### src/rtl/uart_transmitter.sv
// Byte-to-serial async UART transmitter, 8N1 framing with a CLKS_PER_BIT baud divider.
// Defining UART_PARITY_EN inserts an even-parity bit between the data bits and the stop bit.
module uart_transmitter #(
  parameter int CLKS_PER_BIT = 1
) (
  input  logic       clk,
  input  logic       rst,
  input  logic       load,
  input  logic [7:0] data,
  output logic       tx,
  output logic       busy
);

  localparam int CW = (CLKS_PER_BIT > 1) ? $clog2(CLKS_PER_BIT) : 1;
  localparam logic [CW-1:0] BAUD_LAST = CW'(CLKS_PER_BIT - 1);

`ifdef UART_PARITY_EN
  typedef enum logic [2:0] {IDLE, START, DATA, PARITY, STOP} state_t;
`else
  typedef enum logic [2:0] {IDLE, START, DATA, STOP} state_t;
`endif

  state_t          state_reg;
  logic [CW-1:0]   baud_cnt_reg;
  logic [2:0]      bit_cnt_reg;
  logic [7:0]      shift_reg;
  logic            tx_reg;
  logic            busy_reg;
`ifdef UART_PARITY_EN
  logic            parity_reg;
`endif

  logic baud_end;
  assign baud_end = (baud_cnt_reg == BAUD_LAST);

  assign tx   = tx_reg;
  assign busy = busy_reg;

  always_ff @(posedge clk) begin
    if (rst) begin
      state_reg    <= IDLE;
      baud_cnt_reg <= '0;
      bit_cnt_reg  <= '0;
      shift_reg    <= '0;
      tx_reg       <= 1'b1;
      busy_reg     <= 1'b0;
`ifdef UART_PARITY_EN
      parity_reg   <= 1'b0;
`endif
    end else begin
      case (state_reg)
        IDLE: begin
          baud_cnt_reg <= '0;
          bit_cnt_reg  <= '0;
          if (load) begin
            shift_reg <= data;
`ifdef UART_PARITY_EN
            parity_reg <= ^data;
`endif
            state_reg <= START;
            tx_reg    <= 1'b0;
            busy_reg  <= 1'b1;
          end
        end
        START: begin
          if (baud_end) begin
            baud_cnt_reg <= '0;
            bit_cnt_reg  <= '0;
            state_reg    <= DATA;
            tx_reg       <= shift_reg[0];
          end else begin
            baud_cnt_reg <= baud_cnt_reg + CW'(1);
          end
        end
        DATA: begin
          if (baud_end) begin
            baud_cnt_reg <= '0;
            if (bit_cnt_reg == 3'd7) begin
`ifdef UART_PARITY_EN
              state_reg <= PARITY;
              tx_reg    <= parity_reg;
`else
              state_reg <= STOP;
              tx_reg    <= 1'b1;
`endif
            end else begin
              // shift_reg[1] is the bit that lands in position 0 after this shift
              shift_reg   <= shift_reg >> 1;
              tx_reg      <= shift_reg[1];
              bit_cnt_reg <= bit_cnt_reg + 3'd1;
            end
          end else begin
            baud_cnt_reg <= baud_cnt_reg + CW'(1);
          end
        end
`ifdef UART_PARITY_EN
        PARITY: begin
          if (baud_end) begin
            baud_cnt_reg <= '0;
            state_reg    <= STOP;
            tx_reg       <= 1'b1;
          end else begin
            baud_cnt_reg <= baud_cnt_reg + CW'(1);
          end
        end
`endif
        STOP: begin
          // load is ignored here, even on the last stop-bit clock
          if (baud_end) begin
            baud_cnt_reg <= '0;
            state_reg    <= IDLE;
            tx_reg       <= 1'b1;
            busy_reg     <= 1'b0;
          end else begin
            baud_cnt_reg <= baud_cnt_reg + CW'(1);
          end
        end
        default: begin
          state_reg    <= IDLE;
          baud_cnt_reg <= '0;
          tx_reg       <= 1'b1;
          busy_reg     <= 1'b0;
        end
      endcase
    end
  end

endmodule

### config.mk
export PLATFORM = sky130hd
export DESIGN_NAME = uart_transmitter
export DESIGN_NICKNAME = d
export VERILOG_FILES = /design/src/rtl/uart_transmitter.sv
export SDC_FILE = /design/constraint.sdc
export NUM_CORES = 1
export LEC_CHECK = 0
export ABC_AREA = 1
export CAP_MARGIN = 30
export CELL_PAD_IN_SITES_DETAIL_PLACEMENT = 1
export CELL_PAD_IN_SITES_GLOBAL_PLACEMENT = 1
export CORE_MARGIN = 2
export CORE_UTILIZATION = 33
export CTS_CLUSTER_DIAMETER = 60
export DETAILED_ROUTE_END_ITERATION = 10
export GPL_ROUTABILITY_DRIVEN = 0
export GPL_TIMING_DRIVEN = 0
export PLACE_DENSITY = 0.68
export SETUP_SLACK_MARGIN = 0.02
export SYNTH_ARGS = -nofsm -noshare
export SYNTH_HDL_FRONTEND = slang
export SYNTH_SLANG_ARGS = --single-unit
### constraint.sdc
create_clock -name clk -period 1.35 [get_ports clk]
set_input_delay 0.135 -clock clk [delete_from_list [all_inputs] [get_ports clk]]
set_output_delay 0.135 -clock clk [all_outputs]
set_load 0.03 [all_outputs]
---- Word-level counts from Yosys, hierarchy flattened ----
Cells that the tools add are included.
cells by class
  add/sub/neg operators ................... 2
  eq/ne operators ......................... 10
  mux-type cells .......................... 22
  bitwise logic cells ..................... 3
  reductions and logical operators ........ 11
operators with widths
  kind                   count
  $mux W8                3
  $mux W3                7
  $pmux W8 S2            1
  $ne A2 B2 Y1 const B   6
  $pmux W3 S4            1
  $reduce_and A4 Y1      3
  $pmux W3 S3            1
  $mux W1                7
  $eq A3 B2 Y1 const B   2
  $reduce_or A3 Y1       2
  $reduce_and A5 Y1      1
  $pmux W1 S4            1
  $add A3 B1 Y3 const B  1
  $eq A3 B1 Y1 const B   1
  $eq A3 B3 Y1 const B   1
  $logic_not A3 Y1       1
  $not A1 Y1             3
  $pmux W1 S3            1
  $reduce_and A3 Y1      1
  $reduce_bool A3 Y1     1
  $reduce_bool A2 Y1     1
  $reduce_or A2 Y1       1
  $add A1 B1 Y1 const B  1
storage, ports and cells
  flip-flop bits (word level) ............. 17
  input port bits ......................... 11
  output and inout bits ................... 2
  word-level logic and storage cells ...... 54

---- Depth between registers and ports, before layout ----
Gate-level depths: netlist (run 1).
  depth after elaboration ................. 4
  mapped depth ............................ 9
  gate-level depth less buffers ........... 9

---- Worst setup path before layout (run 1) ----
No wires, ideal clock.
  kind .................................... register to register
  from .................................... reg state_reg[0]
  to ...................................... reg shift_reg[5]
  library setup time ...................... 0.114 ns
  data arrival time ....................... 1.278 ns
  data required time ...................... 1.236 ns
  setup slack ............................. -0.042 ns
  stages on the path, launching flop included .. 8
  buffers on the path ..................... 1
  clock period less this slack ............ 1.392 ns
  path through ............................ dfxtp_1 inv_1 ha_1 o21ai_2 nor2_8 buf_6 nor2_1 nor2_2
between the ends
  longest elaborated chain between the ends .. 3
  elaborated cells between the ends (all ways) .. 8
  those cells by class .................... eq/ne (4); mux (1); reduce/logical (3)
RTL lines
  element                                                                     line  RTL
  from (decl)                                                                 23    state_t state_reg;
  from (signal assigned)                                                      41    state_reg <= IDLE;
  from (signal assigned)                                                      60    state_reg <= START;
  from (signal assigned)                                                      69    state_reg <= DATA;
  $eq A3 B2 Y1 / $logic_not A3 Y1 (equally long branches)                     51    case (state_reg)
  $ne A2 B2 Y1 (no source line) / $reduce_bool A2 Y1 (equally long branches)  n/a
  $reduce_and A4 Y1 (no source line)                                          n/a
  to (signal assigned)                                                        56    shift_reg <= data;
  to (signal assigned)                                                        88    shift_reg <= shift_reg >> 1;
  to (decl)                                                                   26    logic [7:0] shift_reg;
Parallel ways exist; a longest one is shown, timed or not.
A chain may end at the register's enable or synchronous reset.

---- Final worst setup path (run 1) ----
Ends and elaborated chain as after synthesis.

==> impl_metrics.csv, run 1 <==
group,metric,value,unit
routing,detail_route.iter0.violations,13,
global_routing,global_route.usage.total,0.161,
synthesis,synth_net_count,156,
setup_path,worstSetupStartpointType,"flop",
routing,post-route-drc-count,0,
setup_path,cp_num_cells,9,
setup_path,worst-endpoint-arrival,1.67,ns
outcome,violations_in_the_final_reports,"setup timing",
die,floorplan.die.height,56.8,um
setup_path,critical_path.startpoint,"state_reg[0]$_SDFFE_PP0P_",
global_routing,grt_pass1_wl,3.98,mm
final_layout,multiInputGateArea,671,um^2
cts,cts_root_buffer,"clkbuf_4",
cts,tritoncts,"built",
setup_path,endpoint_of_the_lowest_slack_register_to_register_path,"shift_reg[5]$_SDFFE_PP0P_",
sta,final_period_minus_worst_setup_slack,1.47,ns
setup_path,critical_path.max_stage_delay,0.39,ns
setup_path,reg2reg_depth,9,
setup_path,setup.reg_to_reg.worst_slack,-0.12,ns
global_routing,grt_pass1_vias,897,
cts,insertion_delay,0.29,ns
setup_path,cell_type_of_the_slowest_stage_on_the_worst_timing_path,"dfxtp_4",
synthesis,yosys-top-cells-area,"dfxtp_1 (35%), nand2_1 (16%), nor2_1 (11%)",
placed_design,detail_placement_hpwl,1.72,mm
power,design_power_total,3.48,mW
setup_path,cp.buffers_inverters,2,
setup_path,timing.critical_path.cells,"clkinvlp_4 -> ha_4 -> nand2_4 -> nand2_4 -> nor2_8 -> buf_8 -> nand2_2 -> nand2_2 -> nor2_2",
sta,setup_viol,14,
sta,final-hold-violation-count,0,
hold_path,hp-class,"primary input to flop",
cts,number_of_buffers_on_the_longest_clock_path,2,
placed_design,numPlacedInstances,181,
sta,fin_crit_sh,1.09,
routing,drt_wl_total,2.54,mm
power,leakagePower,0.671,nW
synthesis,synth-warning-count,0,
cts,cts_num_sinks,16,
synthesis,synthesis.area_per_instance,6.67,um^2
setup_path,cp.required,1.55,ns
die,core_area,0.00271,mm^2
routing,dr_total_vias,931,
sta,worst_slack,-0.124,ns
cts,cts_inserted_buffers,3,
sta,drv_slew,0,
final_layout,post_route_cell_area,0.00138,mm^2
routing,routedWlPerCell,13.1,um
synthesis,postSynth.asyncResetShare,0,
placed_design,placed_area,0.00110,mm^2
global_routing,largest_net_degree_at_the_start_of_global_routing,11,
synthesis,synth_top_flop_cell,"dfxtp_1",
synthesis,ys_ff_latch,16,
global_routing,antenna_found_initial,0,
final_layout,final-seq-area,328,um^2
final_layout,largest_reg_flops,8,
cts,clk_transition_reported_paths,0.10,ns
sta,grt_setup_unrepaired,"true",
final_layout,area_growth,49.5,%
final_layout,n_antenna_cell,0,
setup_path,path_class,"flop to flop",
synthesis,ys_seq_area_frac,0.348,
synthesis,synth.top_cells.by_count,"nand2_1 (40), nor2_1 (26), dfxtp_1 (16)",
setup_path,critPathCapture,"shift_reg[5]$_SDFFE_PP0P_",
power,power-per-cell-area,2530,mW/mm^2
outcome,outcome,"finished with violations",
final_layout,fin_nets,182,
job,maxCapViolCount,0,
die,number_of_standard_cell_rows_in_the_floorplan,19,
synthesis,postSynthCellCount,138,
synthesis,synth_top_area_frac,0.348,
synthesis,synthDistinctLibCells,18,
setup_path,critical_path.top_delay_family,"simple AND/OR/NAND/NOR gates",
routing,detailedRoute.firstPassIterationCount,3,
final_layout,final_cells,194,
setup_path,worst-path-max-fanout,5,
die,io_pins,13,
routing,route.detailed.vias_per_inst,4.80,
setup_path,crit-reg2reg-launch,"state_reg[0]$_SDFFE_PP0P_",
sta,fmax,678,MHz
synthesis,synth_area_leader_cell,"dfxtp_1",
final_layout,n_fill_cell,350,
sta,fin_skew,0.000470,ns
final_layout,drive_gt1_frac,0.325,
placed_design,detailedPlace.worstSlack,-0.187,ns
setup_path,category_of_the_worst_setup_path_capture_point,"flop",
global_routing,gr-total-overflow,0,
placed_design,portBuffers,12,
die,fp.dieArea,0.00323,mm^2
power,ir_drop,1.25,mV
synthesis,synth_edf_count,0,
synthesis,yosys.cell_count.top_type,"nand2_1",
die,initial_utilization,0.340,
die,die-width,56.8,um
synthesis,syn-cell-area,921,um^2
routing,residual_antenna_violating_net_count_after_detailed_routing,0,
cts,htreeDepth,1,
[through the flow]
stage	TNS (ns)	hold slack, ns	util
floorplan	0	0.204	-
global placement	-1.03	0.448	0.408
detailed placement	-1.70	0.459	0.408
CTS	-0.580	0.398	0.441
global route	-2.05	0.411	0.508
finish	-1.17	0.398	0.508
[power breakdown]
part | internal [mW] | leakage, nW | switching [mW] | total, mW
clock network | 0.164 | 0.0210 | 0.164 | 0.328
logic | 1.07 | 0.516 | 1.24 | 2.31
registers | 0.685 | 0.134 | 0.151 | 0.835
[placed cells by master (no fill, tap or decap), drive strengths merged]
cell	count
nand4	1
inv	13
nand2	45
o21ai	7
dlygate4sd2	2
nor2	29
clkinvlp	1
conb	1
clkbuf	5
buf	11
nand3	3
ha	7
clkdlybuf4s50	10
clkinv	1
a21oi	11
dfxtp	16
[cell families after synthesis]
kind of cell | Yosys count | synth area share
other cells | 1 | 0.00407
simple gates | 78 | 0.367
compound gates | 18 | 0.102
buf+inv | 18 | 0.0842
flops | 16 | 0.348
fa+ha+maj | 7 | 0.0951
[worst reg2reg max path: stages (launching register included)]
cell	delay, ns
dfxtp_4	0.39
clkinvlp_4	0.15
ha_4	0.22
nand2_4	0.08
nand2_4	0.07
nor2_8	0.18
buf_8	0.15
nand2_2	0.05
nand2_2	0.06
nor2_2	0.03
[cell type report]
type,instances,share of cell area
Multi-Input combinational cell,104,0.487
Sequential cell,16,0.238
Timing Repair Buffer,21,0.150
Tap cell,31,0.0282
Inverter,15,0.0445
Clock buffer,4,0.0264
Buffer,3,0.0255
[how the worst min path moves through the flow]
stage | startpoint | to | cells past startpoint
floorplan | rst | busy$_SDFFE_PP0P_ | 1
global placement | busy$_SDFFE_PP0P_ | busy$_SDFFE_PP0P_ | 2
detailed placement | busy$_SDFFE_PP0P_ | busy$_SDFFE_PP0P_ | 2
CTS | rst | busy$_SDFFE_PP0P_ | 2
global route | rst | busy$_SDFFE_PP0P_ | 2
finish | rst | busy$_SDFFE_PP0P_ | 2
[metal layers]
layer | GRT usage | share of wire | vias to the layer above
met5 | 0 | 0 | -
met1 | 0.191 | 0.45 | 446
li1 | - | - | 472
met3 | 0.0369 | 0.025 | 5
met4 | 0.0598 | 0.015 | 0
met2 | 0.281 | 0.51 | 8
[repair_timing]
action	in CTS	in global routing
resized for setup	12	31
hold buffers	0	0
cloned	0	1
setup endpoints to repair	16	14
pin swaps	1	13
setup buffers	3	5
Note: power is estimated with default switching activity, not from simulation.
==> run 2, diff against run 1 <==
--- a/config.mk
+++ b/config.mk
@@ -17,6 +17,7 @@
 export GPL_TIMING_DRIVEN = 0
 export PLACE_DENSITY = 0.68
 export SETUP_SLACK_MARGIN = 0.02
+export SLEW_MARGIN = 0
 export SYNTH_ARGS = -nofsm -noshare
 export SYNTH_HDL_FRONTEND = slang
 export SYNTH_SLANG_ARGS = --single-unit
==> results of run 2 <==
The final DEF is identical to that of run 1; final timing and power are the same.
==> run 3, diff against run 2 <==
--- a/config.mk
+++ b/config.mk
@@ -17,7 +17,7 @@
 export GPL_TIMING_DRIVEN = 0
 export PLACE_DENSITY = 0.68
 export SETUP_SLACK_MARGIN = 0.02
-export SLEW_MARGIN = 0
+export SLEW_MARGIN = 20
 export SYNTH_ARGS = -nofsm -noshare
 export SYNTH_HDL_FRONTEND = slang
 export SYNTH_SLANG_ARGS = --single-unit
==> results of run 3 <==
The final DEF is identical to that of run 1; final timing and power are the same.
